## src/rtl/dsp_mac_pipe.sv

```systemverilog
// dsp_mac_pipe: pipelined pre-add / multiply / accumulate engine with N-sample
// dot products, early termination, saturation, output rounding and
// valid/ready streaming. Stages: S1 input regs, S2 pre-adder, S3 multiplier,
// S4 accumulator + output register.
module dsp_mac_pipe #(
    parameter int unsigned A_WIDTH     = 18,
    parameter int unsigned B_WIDTH     = 18,
    parameter int unsigned P_WIDTH     = 48,
    parameter int unsigned ACC_LEN     = 8,
    parameter int unsigned SATURATE    = 1,
    parameter int unsigned ROUND_SHIFT = 0
) (
    input  logic                                 CLK,
    input  logic                                 RST_N,
    input  logic                                 CE,
    input  logic                                 in_valid,
    output logic                                 in_ready,
    input  logic                                 in_last,
    input  logic [1:0]                           MODE,
    input  logic signed [A_WIDTH-1:0]            A,
    input  logic signed [B_WIDTH-1:0]            B,
    input  logic signed [B_WIDTH-1:0]            D,
    output logic                                 out_valid,
    input  logic                                 out_ready,
    output logic signed [P_WIDTH-1:0]            P,
    output logic                                 OVF,
    output logic [$clog2(ACC_LEN+1)-1:0]         CNT
);

    localparam int unsigned AW  = A_WIDTH;
    localparam int unsigned BW  = B_WIDTH;
    localparam int unsigned PRW = B_WIDTH + 1;
    localparam int unsigned MW  = A_WIDTH + B_WIDTH + 1;
    localparam int unsigned PW  = P_WIDTH;
    localparam int unsigned SW  = P_WIDTH + 1;
    localparam int unsigned CW  = $clog2(ACC_LEN + 1);
    localparam int unsigned RS  = ROUND_SHIFT;

    localparam logic signed [PW-1:0] MAXV = {1'b0, {(PW-1){1'b1}}};
    localparam logic signed [PW-1:0] MINV = {1'b1, {(PW-1){1'b0}}};

    // The accumulator must hold at least one full-precision product.
    if (P_WIDTH < A_WIDTH + B_WIDTH + 1) begin : g_bad_p_width
        $error("dsp_mac_pipe: P_WIDTH must be >= A_WIDTH+B_WIDTH+1");
    end
    if (ACC_LEN < 1) begin : g_bad_acc_len
        $error("dsp_mac_pipe: ACC_LEN must be >= 1");
    end

    // Stage registers
    logic                 r_s1_v, r_s1_last;
    logic [1:0]           r_s1_mode;
    logic signed [AW-1:0] r_s1_a;
    logic signed [BW-1:0] r_s1_b, r_s1_d;
    logic                 r_s2_v, r_s2_last;
    logic signed [AW-1:0] r_s2_a;
    logic signed [PRW-1:0] r_s2_pre;
    logic                 r_s3_v, r_s3_last;
    logic signed [MW-1:0] r_s3_m;

    // Accumulator state and output register
    logic signed [PW-1:0] r_acc;
    logic [CW-1:0]        r_cnt;
    logic                 r_sticky;
    logic                 r_out_valid;
    logic signed [PW-1:0] r_p;
    logic                 r_ovf;
    logic [CW-1:0]        r_cnt_o;

    // Combinational datapath
    logic                  w_adv;
    logic signed [PRW-1:0] w_b_ext, w_d_ext, w_pre;
    logic signed [MW-1:0]  w_prod;
    logic signed [PW-1:0]  w_m_ext, w_acc_base, w_acc_next, w_rnd;
    logic signed [SW-1:0]  w_sum;
    logic                  w_acc_ovf, w_rnd_ovf, w_term;
    logic [CW-1:0]         w_cnt_next;

    // Whole pipe advances only when enabled and the output slot can move.
    assign w_adv    = CE && !(r_out_valid && !out_ready);
    assign in_ready = w_adv;

    assign out_valid = r_out_valid;
    assign P         = r_p;
    assign OVF       = r_ovf;
    assign CNT       = r_cnt_o;

    assign w_b_ext = PRW'(r_s1_b);
    assign w_d_ext = PRW'(r_s1_d);

    // Pre-adder select; one extra bit so D+B and D-B never wrap.
    always_comb begin
        w_pre = w_b_ext;
        case (r_s1_mode)
            2'b01:   w_pre = w_d_ext + w_b_ext;
            2'b10:   w_pre = w_d_ext - w_b_ext;
            default: w_pre = w_b_ext;
        endcase
    end

    assign w_prod = MW'(r_s2_a) * MW'(r_s2_pre);

    // An empty counter marks the first sample of a dot product.
    assign w_m_ext    = PW'(r_s3_m);
    assign w_acc_base = (r_cnt == '0) ? '0 : r_acc;
    assign w_sum      = SW'(w_acc_base) + SW'(w_m_ext);
    assign w_acc_ovf  = w_sum[PW] ^ w_sum[PW-1];

    // Clamp or wrap the widened sum back into the accumulator range.
    always_comb begin
        w_acc_next = w_sum[PW-1:0];
        if (w_acc_ovf && SATURATE != 0) begin
            w_acc_next = w_sum[PW] ? MINV : MAXV;
        end
    end

    assign w_cnt_next = r_cnt + CW'(1);
    assign w_term     = r_s3_v && (r_s3_last || (w_cnt_next == CW'(ACC_LEN)));

    // Optional round-half-up arithmetic shift at the output.
    if (RS == 0) begin : g_no_round
        assign w_rnd     = w_acc_next;
        assign w_rnd_ovf = 1'b0;
    end else begin : g_round
        localparam logic signed [SW-1:0] HALF = SW'(1) << (RS - 1);
        logic signed [SW-1:0] w_rsum, w_rsh;
        assign w_rsum    = SW'(w_acc_next) + HALF;
        assign w_rsh     = w_rsum >>> RS;
        assign w_rnd_ovf = w_rsh[PW] ^ w_rsh[PW-1];
        assign w_rnd     = (w_rnd_ovf && SATURATE != 0) ? (w_rsh[PW] ? MINV : MAXV)
                                                         : w_rsh[PW-1:0];
    end

    // S1..S3 pipeline registers with per-stage valid.
    always_ff @(posedge CLK) begin
        if (!RST_N) begin
            r_s1_v    <= 1'b0;
            r_s1_last <= 1'b0;
            r_s1_mode <= '0;
            r_s1_a    <= '0;
            r_s1_b    <= '0;
            r_s1_d    <= '0;
            r_s2_v    <= 1'b0;
            r_s2_last <= 1'b0;
            r_s2_a    <= '0;
            r_s2_pre  <= '0;
            r_s3_v    <= 1'b0;
            r_s3_last <= 1'b0;
            r_s3_m    <= '0;
        end else if (w_adv) begin
            r_s1_v    <= in_valid;
            r_s1_last <= in_last;
            r_s1_mode <= MODE;
            r_s1_a    <= A;
            r_s1_b    <= B;
            r_s1_d    <= D;
            r_s2_v    <= r_s1_v;
            r_s2_last <= r_s1_last;
            r_s2_a    <= r_s1_a;
            r_s2_pre  <= w_pre;
            r_s3_v    <= r_s2_v;
            r_s3_last <= r_s2_last;
            r_s3_m    <= w_prod;
        end
    end

    // Accumulator, sample counter and sticky overflow; cleared on termination.
    always_ff @(posedge CLK) begin
        if (!RST_N) begin
            r_acc    <= '0;
            r_cnt    <= '0;
            r_sticky <= 1'b0;
        end else if (w_adv && r_s3_v) begin
            if (w_term) begin
                r_acc    <= '0;
                r_cnt    <= '0;
                r_sticky <= 1'b0;
            end else begin
                r_acc    <= w_acc_next;
                r_cnt    <= w_cnt_next;
                r_sticky <= r_sticky | w_acc_ovf;
            end
        end
    end

    // Output register: load on termination, drop valid once consumed.
    always_ff @(posedge CLK) begin
        if (!RST_N) begin
            r_out_valid <= 1'b0;
            r_p         <= '0;
            r_ovf       <= 1'b0;
            r_cnt_o     <= '0;
        end else if (w_adv) begin
            if (w_term) begin
                r_out_valid <= 1'b1;
                r_p         <= w_rnd;
                r_ovf       <= r_sticky | w_acc_ovf | w_rnd_ovf;
                r_cnt_o     <= w_cnt_next;
            end else begin
                r_out_valid <= 1'b0;
            end
        end
    end

endmodule

```

## config.mk

```make
export PLATFORM = sky130hd
export DESIGN_NAME = dsp_mac_pipe
export DESIGN_NICKNAME = d
export VERILOG_FILES = /design/src/rtl/dsp_mac_pipe.sv
export SDC_FILE = /design/constraint.sdc
export NUM_CORES = 2
export LEC_CHECK = 0
export CORE_ASPECT_RATIO = 0.75
export CORE_MARGIN = 2
export CORE_UTILIZATION = 60
export CTS_BUF_LIST = sky130_fd_sc_hd__clkbuf_4
export DETAILED_ROUTE_END_ITERATION = 16
export PLACE_DENSITY = 0.79
export SYNTH_ARGS = -nofsm -noshare
export SYNTH_HDL_FRONTEND = slang
export SYNTH_SLANG_ARGS = --single-unit
```

## constraint.sdc

```tcl
create_clock -name CLK -period 9 [get_ports CLK]
set_input_delay 1.35 -clock CLK [delete_from_list [all_inputs] [get_ports CLK]]
set_output_delay 1.35 -clock CLK [all_outputs]
set_load 0.01 [all_outputs]
```

==> impl_metrics.env <==
export IMPL_status="complete, no violations"
export IMPL_postCtsSetupBuffers=0
export IMPL_critPathMaxStageDelay_ns=0.80
export IMPL_worstHoldStart="r_s1_a[12]$_SDFFE_PN0P_"
export IMPL_cts_hold_buf=0
export IMPL_die_height_um=183.0
export IMPL_finish_utilization_pct=66.22
export IMPL_first_pass_iters=6
export IMPL_die_area_um2=44420
export IMPL_wirelength_um=67350
export IMPL_synth_top_area_cell="fa_1"
export IMPL_netlist_area_um2=25640
export IMPL_ir_drop_uv=106.7
export IMPL_rr_endpoint="r_s3_m[36]$_SDFFE_PN0P_"
export IMPL_vias=21457
export IMPL_cp_required_ns=9.70
export IMPL_worstRegToRegCells=19
export IMPL_dp_hpwl_um=52260
export IMPL_fin_skew_ns=0.08089
export IMPL_min_period_ns=7.038
export IMPL_synth_edff_count=0
export IMPL_rsz0062_at_grt="false"
export IMPL_root_buffer="clkbuf_4"
export IMPL_die_w_um=242.7
export IMPL_cpLargestDelayFamily="adder cells"
export IMPL_ys_seq_elements=243
export IMPL_nets=3697
export IMPL_grt_usage_pct=31.46
export IMPL_worst_slew_pin_slew_ns=1.302
export IMPL_synth_seq_area_share_pct=18.97
export IMPL_hold_class="reg2reg"
export IMPL_hold_end="r_s2_a[12]$_SDFFE_PN0P_"
export IMPL_first_iter_violations=1616
export IMPL_fillers=3638
export IMPL_ys_warn_count=0
export IMPL_antenna_found_initial=3
export IMPL_tritoncts="yes"
export IMPL_final_setup_worst_slack_ns=1.962
export IMPL_grt_pass1_vias=22347
export IMPL_cts_resized=0
export IMPL_grt_max_degree=103
export IMPL_synth_top_area_share_pct=27.09
export IMPL_final_setup_viol_count=0
export IMPL_clkTransAtPathRegs_ns=0.07
export IMPL_path_cells="nand2_1, fa_1, inv_1, fa_1, inv_1, fa_1, fa_1, fa_1, fa_1, inv_1, ha_1, a2111oi_0, o211ai_1, a21oi_1, o21bai_1, a21oi_1, nor2_1, a2111oi_0, a32o_1"
export IMPL_synth_commonest_cells="477 x nand2_1, 419 x inv_1, 347 x fa_1, 261 x a21oi_1, 243 x dfxtp_1"
export IMPL_drc=0
export IMPL_portBuffers=116
export IMPL_maxSlewHeadroom_pct=12.87
export IMPL_antenna_left=0
export IMPL_overflow=0
export IMPL_fmax_ghz=0.1421
export IMPL_whs_path_depth=2
export IMPL_clockBufferDepth=3
export IMPL_hold_violations=0
export IMPL_cts_buffers=67
export IMPL_crit_slowest_cell="dfxtp_1"
export IMPL_power_density_nw_per_um2=99.83
export IMPL_cp_arrival_ns=7.74
export IMPL_path_class="reg2reg"
export IMPL_gp_congestion=0.9351
export IMPL_synth_most_common_cell="nand2_1"
export IMPL_netlist_instances=3091
export IMPL_synthTopCellsByArea="fa_1 27%, dfxtp_1 19%, ha_1 8.1%"
export IMPL_postLayoutCellArea_um2=27900
export IMPL_r2r_setup_slack_ns=1.96
export IMPL_clk_latency_ns=0.78
export IMPL_syn2layout_area_growth_pct=8.809
export IMPL_ioPinCount=117
export IMPL_cap_violations=0
export IMPL_cts_sinks=243
export IMPL_startpoint_type="register"
export IMPL_htree_levels=3
export IMPL_syn_num_nets=3667
export IMPL_crit_buf_inv=3
export IMPL_cpMostUsedCell="fa_1"
export IMPL_crit_path_end_kind="register"
export IMPL_drive_gt1_share_pct=5.088
export IMPL_rr_startpoint="r_s2_a[3]$_SDFFE_PN0P_"
export IMPL_tns_ns=0
export IMPL_p_leak_nw=12.80
export IMPL_netlist_cell_type_count=78
export IMPL_rows=65
export IMPL_initial_core_util_pct=60.86
export IMPL_drv_slew=0
export IMPL_postSynth_asyncResetShare_pct=0
export IMPL_wl_per_cell_um=18.04
export IMPL_worstPathMaxFanout=20
export IMPL_grt_pass1_wl_um=112000
export IMPL_synth_area_per_cell_um2=8.295
export IMPL_placeableCoreArea_um2=42130
export IMPL_via_per_inst=5.746
export IMPL_dp_worst_setup_slack_ns=2.124
export IMPL_place_area_um2=27050
export IMPL_synth_flop_cell="dfxtp_1"
export IMPL_period_share_pct=78.20
[state kept, by name, indices dropped and copies added, names as in the netlist]
register,flops
r_sticky,1
out_valid,1
r_s2_a,18
r_s1_b,18
r_s1_d,18
r_s1_last,1
r_s2_pre,19
r_s3_last,1
r_s3_v,1
r_s1_a,18
r_s1_v,1
r_cnt,4
P,48
r_s1_mode,2
r_s3_m,37
OVF,1
r_s2_last,1
CNT,4
r_s2_v,1
r_acc,48
[through the flow]
stage | power, mW | hold WS, ns | instances
floorplan | 1.578 | 0.4173 | 3091
global placement | 1.741 | 0.4279 | 3621
detailed placement | 1.759 | 0.4357 | 3621
CTS | 2.803 | 0.4352 | 3733
global route | 2.931 | 0.4559 | 3734
finish | 2.785 | 0.4514 | 3734
[where the power goes]
part	switching (mW)	internal, mW	total, mW
sequential	0.0568	1.11	1.17
clock	0.492	0.549	1.04
combinational	0.351	0.227	0.578
[kinds of logic (layout without fill, tap and decap cells)]
group	count (synthesis)	after routing	share of synthesized area, %
mux	7	7	0.2733
other cells	0	1	0
flops	243	243	18.97
fa+ha+maj	514	514	35.24
compound gates	615	615	14.75
simple gates	1005	1005	18.33
buf+inv	602	675	8.848
xor+xnor	105	105	3.587
[cell type report]
class	instances	area (um^2)	area share, %
diodes	1	2.502	0.008970
multi-input cells	2246	18540	66.44
inverters	421	1588	5.692
well taps	569	711.9	2.552
repair buffers	142	1351	4.844
clock inverters	22	167.7	0.6010
flip-flops and latches	243	4865	17.44
clock buffers	90	675.6	2.422
[tightest hold or removal path, stage by stage (launching register included)]
cell and delay, ns:
dfxtp_1 0.31, nand2_1 0.05, a21oi_1 0.05
[placed cells by master (no fill, tap or decap), types with 13 or more instances in the layout]
cell type and n:
nand2_1 477, xor2_1 29, o211ai_1 15, buf_4 26, clkdlybuf4s50_1 115, o21ai_0 124, nand2b_1 18, nor3_1 42
nor2b_1 60, xnor2_1 76, o21a_1 13, nand3_1 32, clkbuf_4 90, a21o_1 47, and2_1 172, a21oi_1 261
nor2_1 135, nand4_1 14, clkinv_1 14, and3_1 14, dfxtp_1 243, ha_1 167, a211oi_1 27, a31oi_1 14
fa_1 347, inv_1 418
[worst max-delay path by stage]
| stage | start | endpoint | slack (ns) | cells after the start |
|---|---|---|---|---|
| 3_5_place_dp | r_s2_a[3]$_SDFFE_PN0P_ | r_s3_m[36]$_SDFFE_PN0P_ | 2.12 | 19 |
| 3_3_place_gp | r_s2_a[10]$_SDFFE_PN0P_ | r_s3_m[35]$_SDFFE_PN0P_ | 2.32 | 22 |
| 4_1_cts | r_s2_a[3]$_SDFFE_PN0P_ | r_s3_m[36]$_SDFFE_PN0P_ | 2.04 | 19 |
| 6_report | r_s2_a[3]$_SDFFE_PN0P_ | r_s3_m[36]$_SDFFE_PN0P_ | 1.96 | 19 |
| 5_1_grt | r_s2_a[0]$_SDFFE_PN0P_ | r_s3_m[36]$_SDFFE_PN0P_ | 1.33 | 23 |
| 2_1_floorplan | r_s2_pre[18]$_SDFFE_PN0P_ | r_s3_m[36]$_SDFFE_PN0P_ | 2.77 | 21 |
[metal layers]
metal	wire length [um]	vias up	track usage [%]
met5	13	-	0
met4	2352	2	11.48
met3	5135	168	5.692
met2	30660	809	51.11
met1	29180	10489	42.50
li1	-	9989	-
No activity file was read; power rests on OpenSTA's default activity.
